### src/rtl/frame_sched_if.sv
// Control/status bundle between the register block, the LED serializer and frame_sched.
// master = register/serializer side, slave = the scheduler.
interface frame_sched_if #(
  parameter int PIX_W = 10,
  parameter int PER_W = 16
);
  logic             enable_i;
  logic             auto_i;
  logic             start_i;
  logic [PIX_W-1:0] frame_pixels_i;
  logic [PER_W-1:0] frame_period_i;
  logic             pix_wr_i;
  logic             ser_re_i;
  logic             ser_eof_i;
  logic             skip_clr_i;
  logic             run_o;
  logic             busy_o;
  logic             frame_done_o;
  logic [7:0]       frame_cnt_o;
  logic             skip_o;

  modport master (
    output enable_i, auto_i, start_i, frame_pixels_i, frame_period_i,
           pix_wr_i, ser_re_i, ser_eof_i, skip_clr_i,
    input  run_o, busy_o, frame_done_o, frame_cnt_o, skip_o
  );

  modport slave (
    input  enable_i, auto_i, start_i, frame_pixels_i, frame_period_i,
           pix_wr_i, ser_re_i, ser_eof_i, skip_clr_i,
    output run_o, busy_o, frame_done_o, frame_cnt_o, skip_o
  );
endinterface

### src/rtl/frame_sched.sv
// Frame scheduler for the LED serializer: starts a frame only once a whole frame is
// buffered, on manual request or periodic refresh, and waits for end-of-frame.
module frame_sched #(
  parameter int PIX_W    = 10,
  parameter int PER_W    = 16,
  parameter int PRESCALE = 44
) (
  input logic          clk,
  input logic          rst_n,
  frame_sched_if.slave bus
);

  typedef enum logic [1:0] {S_IDLE, S_WAIT, S_RUN, S_WAIT_EOF} state_e;

  localparam logic [7:0]     PRESC_LAST = 8'(PRESCALE - 1);
  localparam logic [PIX_W:0] PEND_ONE   = (PIX_W+1)'(1);
  localparam logic [PIX_W:0] PEND_MAX   = '1;
  localparam logic [PER_W-1:0] PER_ONE  = PER_W'(1);
  localparam logic [PER_W-1:0] PER_MAX  = '1;
  localparam logic [PIX_W-1:0] CONS_ONE = PIX_W'(1);

  state_e           state_q, state_d;
  logic [PIX_W:0]   pend_q, pend_d;
  logic [PIX_W-1:0] cons_q, cons_d;
  logic [PER_W-1:0] per_q, per_d;
  logic [7:0]       presc_q, presc_d;
  logic [7:0]       cnt_q, cnt_d;
  logic             latch_q, latch_d;
  logic             skip_q, skip_d;
  logic             done_q, done_d;

  logic enable, auto_mode, waiting;
  logic ready, expired, tick, request, go, skip_evt, eof_evt, last_read;

  assign enable    = bus.enable_i;
  assign auto_mode = bus.auto_i;
  assign waiting   = (state_q == S_WAIT);

  assign ready   = (bus.frame_pixels_i != '0) && (pend_q >= {1'b0, bus.frame_pixels_i});
  assign expired = (bus.frame_period_i == '0) || (per_q >= bus.frame_period_i);
  assign tick    = (state_q != S_IDLE) && (presc_q == PRESC_LAST);

  // A START in the very cycle the frame can start is served directly and merges into it.
  assign request   = auto_mode ? expired : (latch_q || bus.start_i);
  assign go        = enable && waiting && ready && request;
  assign skip_evt  = enable && waiting && auto_mode && expired && !ready;
  assign eof_evt   = enable && (state_q == S_WAIT_EOF) && bus.ser_eof_i;
  assign last_read = bus.ser_re_i &&
                     (({1'b0, cons_q} + PEND_ONE) >= {1'b0, bus.frame_pixels_i});

  // NOTE: every variable gets a default before the case so no path leaves it unassigned (no latch).
  always_comb begin
    state_d = state_q;
    if (!enable) begin
      state_d = S_IDLE;
    end else begin
      unique case (state_q)
        S_IDLE:     state_d = S_WAIT;
        S_WAIT:     if (go) state_d = S_RUN;
        S_RUN:      if (last_read) state_d = S_WAIT_EOF;
        S_WAIT_EOF: if (bus.ser_eof_i) state_d = S_WAIT;
        default:    state_d = S_IDLE;
      endcase
    end
  end

  always_comb begin
    pend_d  = pend_q;
    cons_d  = cons_q;
    per_d   = per_q;
    presc_d = presc_q;
    latch_d = latch_q;
    if (!enable) begin
      pend_d  = '0;
      cons_d  = '0;
      per_d   = '0;
      presc_d = '0;
      latch_d = 1'b0;
    end else begin
      if (bus.pix_wr_i && !bus.ser_re_i && pend_q != PEND_MAX) begin
        pend_d = pend_q + PEND_ONE;
      end else if (bus.ser_re_i && !bus.pix_wr_i && pend_q != '0) begin
        pend_d = pend_q - PEND_ONE;
      end

      presc_d = (state_q == S_IDLE || tick) ? 8'd0 : presc_q + 8'd1;

      if (go || skip_evt)             per_d = '0;
      else if (tick && per_q != PER_MAX) per_d = per_q + PER_ONE;

      if (go)                                    cons_d = '0;
      else if (state_q == S_RUN && bus.ser_re_i) cons_d = cons_q + CONS_ONE;

      if (go)                               latch_d = 1'b0;
      else if (bus.start_i && !auto_mode)   latch_d = 1'b1;
    end
  end

  // Skip event beats a simultaneous clear; SKIP and FRAME_CNT survive ENABLE low.
  assign skip_d = skip_evt ? 1'b1 : (bus.skip_clr_i ? 1'b0 : skip_q);
  assign done_d = eof_evt;
  assign cnt_d  = cnt_q + {7'd0, eof_evt};

  // NOTE: sequential state uses non-blocking assignments so all registers update together.
  always_ff @(posedge clk or negedge rst_n) begin
    if (!rst_n) begin
      state_q <= S_IDLE;
      pend_q  <= '0;
      cons_q  <= '0;
      per_q   <= '0;
      presc_q <= '0;
      cnt_q   <= '0;
      latch_q <= 1'b0;
      skip_q  <= 1'b0;
      done_q  <= 1'b0;
    end else begin
      state_q <= state_d;
      pend_q  <= pend_d;
      cons_q  <= cons_d;
      per_q   <= per_d;
      presc_q <= presc_d;
      cnt_q   <= cnt_d;
      latch_q <= latch_d;
      skip_q  <= skip_d;
      done_q  <= done_d;
    end
  end

  assign bus.run_o        = (state_q == S_RUN);
  assign bus.busy_o       = (state_q == S_RUN) || (state_q == S_WAIT_EOF);
  assign bus.frame_done_o = done_q;
  assign bus.frame_cnt_o  = cnt_q;
  assign bus.skip_o       = skip_q;

endmodule
### src/flat_wrapper.sv
// flat-port wrapper written by rule: the top's interface ports become plain ports
module frame_sched_flat 
#(
  parameter int PIX_W    = 10,
  parameter int PER_W    = 16,
  parameter int PRESCALE = 44
)
  (clk, rst_n, bus_enable_i, bus_auto_i, bus_start_i, bus_frame_pixels_i, bus_frame_period_i, bus_pix_wr_i, bus_ser_re_i, bus_ser_eof_i, bus_skip_clr_i, bus_run_o, bus_busy_o, bus_frame_done_o, bus_frame_cnt_o, bus_skip_o);
  frame_sched_if #(.PIX_W(PIX_W), .PER_W(PER_W)) bus_i ();
  input logic clk;
  input logic rst_n;
  input wire logic [$bits(bus_i.enable_i)-1:0] bus_enable_i;
  input wire logic [$bits(bus_i.auto_i)-1:0] bus_auto_i;
  input wire logic [$bits(bus_i.start_i)-1:0] bus_start_i;
  input wire logic [$bits(bus_i.frame_pixels_i)-1:0] bus_frame_pixels_i;
  input wire logic [$bits(bus_i.frame_period_i)-1:0] bus_frame_period_i;
  input wire logic [$bits(bus_i.pix_wr_i)-1:0] bus_pix_wr_i;
  input wire logic [$bits(bus_i.ser_re_i)-1:0] bus_ser_re_i;
  input wire logic [$bits(bus_i.ser_eof_i)-1:0] bus_ser_eof_i;
  input wire logic [$bits(bus_i.skip_clr_i)-1:0] bus_skip_clr_i;
  output wire logic [$bits(bus_i.run_o)-1:0] bus_run_o;
  output wire logic [$bits(bus_i.busy_o)-1:0] bus_busy_o;
  output wire logic [$bits(bus_i.frame_done_o)-1:0] bus_frame_done_o;
  output wire logic [$bits(bus_i.frame_cnt_o)-1:0] bus_frame_cnt_o;
  output wire logic [$bits(bus_i.skip_o)-1:0] bus_skip_o;
  assign bus_i.enable_i = bus_enable_i;
  assign bus_i.auto_i = bus_auto_i;
  assign bus_i.start_i = bus_start_i;
  assign bus_i.frame_pixels_i = bus_frame_pixels_i;
  assign bus_i.frame_period_i = bus_frame_period_i;
  assign bus_i.pix_wr_i = bus_pix_wr_i;
  assign bus_i.ser_re_i = bus_ser_re_i;
  assign bus_i.ser_eof_i = bus_ser_eof_i;
  assign bus_i.skip_clr_i = bus_skip_clr_i;
  assign bus_run_o = bus_i.run_o;
  assign bus_busy_o = bus_i.busy_o;
  assign bus_frame_done_o = bus_i.frame_done_o;
  assign bus_frame_cnt_o = bus_i.frame_cnt_o;
  assign bus_skip_o = bus_i.skip_o;
  frame_sched #(.PIX_W(PIX_W), .PER_W(PER_W), .PRESCALE(PRESCALE)) u_core (.clk(clk), .rst_n(rst_n), .bus(bus_i));
endmodule
### config.mk
export PLATFORM = sky130hd
export DESIGN_NAME = frame_sched_flat
export DESIGN_NICKNAME = d
export VERILOG_FILES = /design/src/rtl/frame_sched_if.sv /design/src/rtl/frame_sched.sv /design/src/flat_wrapper.sv
export SDC_FILE = /design/constraint.sdc
export NUM_CORES = 1
export LEC_CHECK = 0
export CORE_MARGIN = 5
export CORE_UTILIZATION = 30
export CTS_BUF_LIST = sky130_fd_sc_hd__clkbuf_4
export DETAILED_ROUTE_END_ITERATION = 6
export RECOVER_POWER = 50
export SYNTH_ARGS = -nofsm -noshare
export SYNTH_HDL_FRONTEND = slang
export SYNTH_SLANG_ARGS = --single-unit
### constraint.sdc
create_clock -name clk -period 3.62 [get_ports clk]
set_input_delay 0.724 -clock clk [delete_from_list [all_inputs] [get_ports clk]]
set_output_delay 0.724 -clock clk [all_outputs]
set_load 0.1 [all_outputs]
## Word level (Yosys, flattened, before mapping)

Cells that the tools add are included.

| storage, ports and cells | value |
|---|---|
| bits in registers | 58 |
| input port bits | 35 |
| output and inout bits | 12 |
| logic and storage cells | 88 |

| cells by class | value |
|---|---|
| add/sub/neg operators | 7 |
| order comparisons | 3 |
| equality and inequality tests | 13 |
| muxes and demuxes | 22 |
| reductions and logical operators | 34 |

Operators with widths:

| kind | number |
|---|---|
| $mux W16 | 3 |
| $mux W11 | 3 |
| $mux W10 | 3 |
| $ge A11 B10 Y1 | 2 |
| $logic_and A1 B1 Y1 | 18 |
| $add A16 B1 Y16 const B | 1 |
| $ge A16 B16 Y1 | 1 |
| $logic_not A16 Y1 | 1 |
| $mux W8 | 2 |
| $ne A16 B16 Y1 const B | 1 |
| $ne A3 B1 Y1 const B | 4 |
| $add A10 B1 Y11 const B | 1 |
| $add A11 B1 Y11 const B | 1 |
| $ne A11 B11 Y1 const B | 1 |
| $reduce_bool A11 Y1 | 1 |
| $sub A11 B1 Y11 const B | 1 |
| $add A10 B1 Y10 const B | 1 |
| $reduce_bool A10 Y1 | 1 |
| $add A8 B1 Y8 | 1 |
| $add A8 B1 Y8 const B | 1 |
| $eq A8 B6 Y1 const B | 1 |
| $mux W2 | 4 |
| $pmux W2 S4 | 1 |
| $mux W1 | 6 |
| 9 further kinds | 19 |

## Logic depth before layout (Yosys ltp)

Gate-level depths: netlist of the first run.

| logic depth | value |
|---|---|
| depth after elaboration | 8 |
| gate-level depth with buffers | 12 |

## Worst setup path before layout of the first run

OpenSTA, ideal clock, no wires.

| timing | value |
|---|---|
| path type | in2reg |
| start | input port bus_ser_re_i |
| end | register u_core.pend_q[9] |
| library setup time | 0.132 ns |
| arrival | 2.833 ns |
| path slack | 0.656 ns |
| stages | 11 |
| cell sequence | inv_1 > o311a_1 > inv_1 > ha_1 > a21o_1 > a21o_1 > a2111oi_0 > o311ai_0 > xor2_1 > mux2i_1 > nor2_1 |

| between the ends | value |
|---|---|
| longest elaborated chain between the ends | 5 |

Ends and longest elaborated chain:

| what | line | RTL |
|---|---|---|
| start, declared | flat_wrapper.sv:18 | `input wire logic [$bits(bus_i.ser_re_i)-1:0] bus_ser_re_i;` |
| $logic_not A1 Y1 | frame_sched.sv:80 | `if (bus.pix_wr_i && !bus.ser_re_i && pend_q != PEND_MAX) begin` |
| $logic_and A1 B1 Y1 (2 in a row) | frame_sched.sv:80 |  |
| $mux W11 | frame_sched.sv:80 |  |
| $mux W11 | frame_sched.sv:73 | `if (!enable) begin` |
| end signal, assigned | frame_sched.sv:118 | `pend_q <= pend_d;` |
| end, declared | frame_sched.sv:23 | `logic [PIX_W:0] pend_q, pend_d;` |

Several ways; a longest one is shown, not always the timed one.
A chain may end at the register's enable or synchronous reset.

## Final worst setup path of the first run

Ends and elaborated chain as after synthesis.

==> flow_summary.json, run 1 <==
{
  "outcome": "complete, but fails checks",
  "violations": "max-capacitance violations, max-slew violations",
  "drv_slew": 33,
  "hold_class": "reg2reg",
  "async_flop_share_pct": 100.0,
  "fin_nets": 614,
  "cts-root-buf": "clkbuf_4",
  "endpoint_kind": "flop",
  "io_pins": 47,
  "cts_tree": "done",
  "routedWlPerCell_um": 13.71,
  "grt_usage_pct": 12.16,
  "clk_latency_ns": 0.40,
  "core-area_sq_um": 13830,
  "ant_nets": 0,
  "synth_top_area_share_pct": 34.42,
  "critical_path_arrival_ns": 3.54,
  "hold_viol": 0,
  "hpwlAfterDp_mm": 7.691,
  "fin_crit_ns": 3.268,
  "fp.dieArea_sq_um": 16530,
  "slew_headroom_pct": -15.77,
  "fin_crit_sh_pct": 90.29,
  "power_mw": 2.297,
  "power.leakage_nw": 2.383,
  "grt_max_degree": 33,
  "grt_pass1_vias": 3482,
  "start_util_pct": 30.49,
  "gp_congestion": 0.8330,
  "overflow": 0,
  "synthesis.nets": 555,
  "portBuffers": 46,
  "via_count": 3462,
  "yosysSeqAreaShare_pct": 34.42,
  "pre_cts_ws_ns": -0.08541,
  "critPathKind": "in2reg",
  "ctsResizeCount": 0,
  "first_pass_iters": 4,
  "vias_per_cell": 4.890,
  "rsz0062_at_grt": "false",
  "drive_gt1_share_pct": 5.871,
  "finalSetupViolCount": 0,
  "yosys_warnings": 0,
  "area_delta_synth_final_pct": 20.27,
  "first_iter_violations": 90,
  "cap_violations": 1,
  "whs_ns": 0.4795,
  "ctsHtreeMaxLevel": 3,
  "worst_pin_slew_ns": 1.737,
  "ys_ff_latch": 58,
  "setup_slack_ns": 0.3516,
  "synth.distinct_cells": 52,
  "clk_pin_slew_ns": 0.11,
  "synth_cells": 464,
  "cts_inserted_buffers": 9,
  "chipHeight_um": 128.6,
  "clkSinkCount": 58,
  "route.detailed.drc": 0,
  "row_count": 43,
  "synth_edf_count": 0,
  "yosys_most_used_dff": "dfrtp_1",
  "cts_setup_buffers": 0,
  "peakVddDrop_mv": 0.2828,
  "postSynthAreaPerCell_sq_um": 9.087,
  "netlist.top_cell.by_area": "dfrtp_1",
  "power_density_nw_per_um2": 452.9,
  "antenna_cells": 0,
  "grt_pass1_wl_mm": 16.51,
  "cts_hold_buf": 0,
  "finClkSkew_ns": 0.02249,
  "clockBufferDepth": 2,
  "ys_top_cells_by_area": "dfrtp_1, ha_1, nor2_1",
  "crit_fanout": 3,
  "wirelength_mm": 9.710,
  "max_freq_mhz": 306.0,
  "fin_util_pct": 36.68,
  "worst_setup_path_start_kind": "primary input",
  "synth_area_sq_um": 4217,
  "die_w_um": 128.6,
  "antenna_found_initial": 0,
  "crit_required_ns": 3.89
}
## Yosys cell counts, drive strengths merged (7+ instances only)
cell type   n
nand4       7
nand3      26
o21ai      12
dfrtp      58
nor2       69
xnor2      27
and3       12
nor4        8
inv        39
mux2i       8
a21oi      15
ha         55
nor3        7
xor2       25
nand2      29
## critical path, stage by stage
cell           delay [ns]
dlygate4sd3_1        0.56
inv_1                0.13
o311a_1              0.20
inv_1                0.08
ha_1                 0.28
a21o_1               0.18
a21o_1               0.21
a2111oi_0            0.56
o311ai_0             0.26
xor2_1               0.18
mux2i_1              0.14
nor2_1               0.05
## metal layers
layer  share of wire, %  vias up  GRT usage (%)
li1                   -     1745              -
met1                 48     1657          16.44
met2                 47       52          19.64
met3                4.0        8          3.445
met4                1.2        0          2.285
met5                  0        -              0
## stage by stage
| stage | TNS, ns | area [sq um] | std cells |
|---|---|---|---|
| 2_1_floorplan | 0 | 4217 | 464 |
| 3_3_place_gp | -0.9364 | 4927 | 692 |
| 3_5_place_dp | -0.7809 | 4927 | 692 |
| 4_1_cts | 0 | 5084 | 708 |
| 5_1_grt | 0 | 5071 | 708 |
| 6_report | 0 | 5071 | 708 |
## area by class of cell
type	instances	area, sq um
Clock buffer	10	75.07
Inverter	39	146.4
Clock inverter	6	81.33
Tap cell	180	225.2
Multi-Input combinational cell	361	2594
Timing Repair Buffer	54	498.0
Sequential cell	58	1451
Fill cell	1418	8756
## power breakdown
group,switching [mW],leakage (nW),internal [mW]
registers,0.0919,0.797,0.715
logic,0.559,1.50,0.391
clock network,0.256,0.0838,0.284
total,0.906,2.38,1.39
## path summary, 6_finish.rpt
kind | from | end | slack (ns) | cells after the start
setup / recovery | bus_ser_re_i | u_core.pend_q[9]$_DFFE_PN0P_ | 0.35 | 12
hold / removal | u_core.bus.frame_cnt_o[7]$_DFF_PN0_ | u_core.bus.frame_cnt_o[7]$_DFF_PN0_ | 0.48 | 1
setup reg to reg | u_core.cons_q[0]$_DFFE_PN0P_ | u_core.state_q[1]$_DFFE_PN0P_ | 0.57 | 12
hold reg to reg | u_core.bus.frame_cnt_o[7]$_DFF_PN0_ | u_core.bus.frame_cnt_o[7]$_DFF_PN0_ | 0.48 | 1
max in group asynchronous | rst_n | u_core.pend_q[4]$_DFFE_PN0P_ | 1.37 | 2
min in group asynchronous | rst_n | u_core.latch_q$_DFFE_PN0P_ | 0.77 | 1
## cell usage in the layout (no fill, tap or decap), drive strengths merged, types with 3 or more instances in the layout
cell type and instances:
nor2 69, dfrtp 58, ha 55, clkdlybuf4s50 41
inv 39, nand2 29, xnor2 27, nand3 26
xor2 25, a21oi 15, clkbuf 14, o21ai 12
and3 12, mux2i 8, nor4 8, nand4 7
buf 7, nor3 7, a31oi 5, a2111oi 5
o21a 4, and2 4, nor2b 4, nor3b 4
a21o 3, nand2b 3, a41oi 3, o31ai 3
clkinv 3
## state kept, by name, indices dropped and copies added, names as in the netlist
| register | flops |
|---|---|
| u_core.bus.frame_cnt_o | 8 |
| u_core.bus.skip_o | 1 |
| u_core.latch_q | 1 |
| u_core.cons_q | 10 |
| u_core.bus.frame_done_o | 1 |
| u_core.per_q | 16 |
| u_core.state_q | 2 |
| u_core.pend_q | 11 |
| u_core.presc_q | 8 |
## cell families after synthesis
family          Yosys count  synth area share (%)
simple gates            180                 21.31
compound gates           65                 10.71
flops                    58                 34.42
fa+ha+maj                56                 16.80
xor+xnor                 52                 10.80
buf+inv                  45                 4.065
mux                       8                 1.899
No activity file was read; power rests on OpenSTA's default activity.
==> inputs of run 2 (changes only) <==
--- a/config.mk
+++ b/config.mk
@@ -10,6 +10,7 @@
 export CTS_BUF_LIST = sky130_fd_sc_hd__clkbuf_4
 export DETAILED_ROUTE_END_ITERATION = 6
 export RECOVER_POWER = 50
+export SLEW_MARGIN = 20
 export SYNTH_ARGS = -nofsm -noshare
 export SYNTH_HDL_FRONTEND = slang
 export SYNTH_SLANG_ARGS = --single-unit
==> results of run 2 <==
The final DEF is identical to that of run 1; final timing and power are the same.
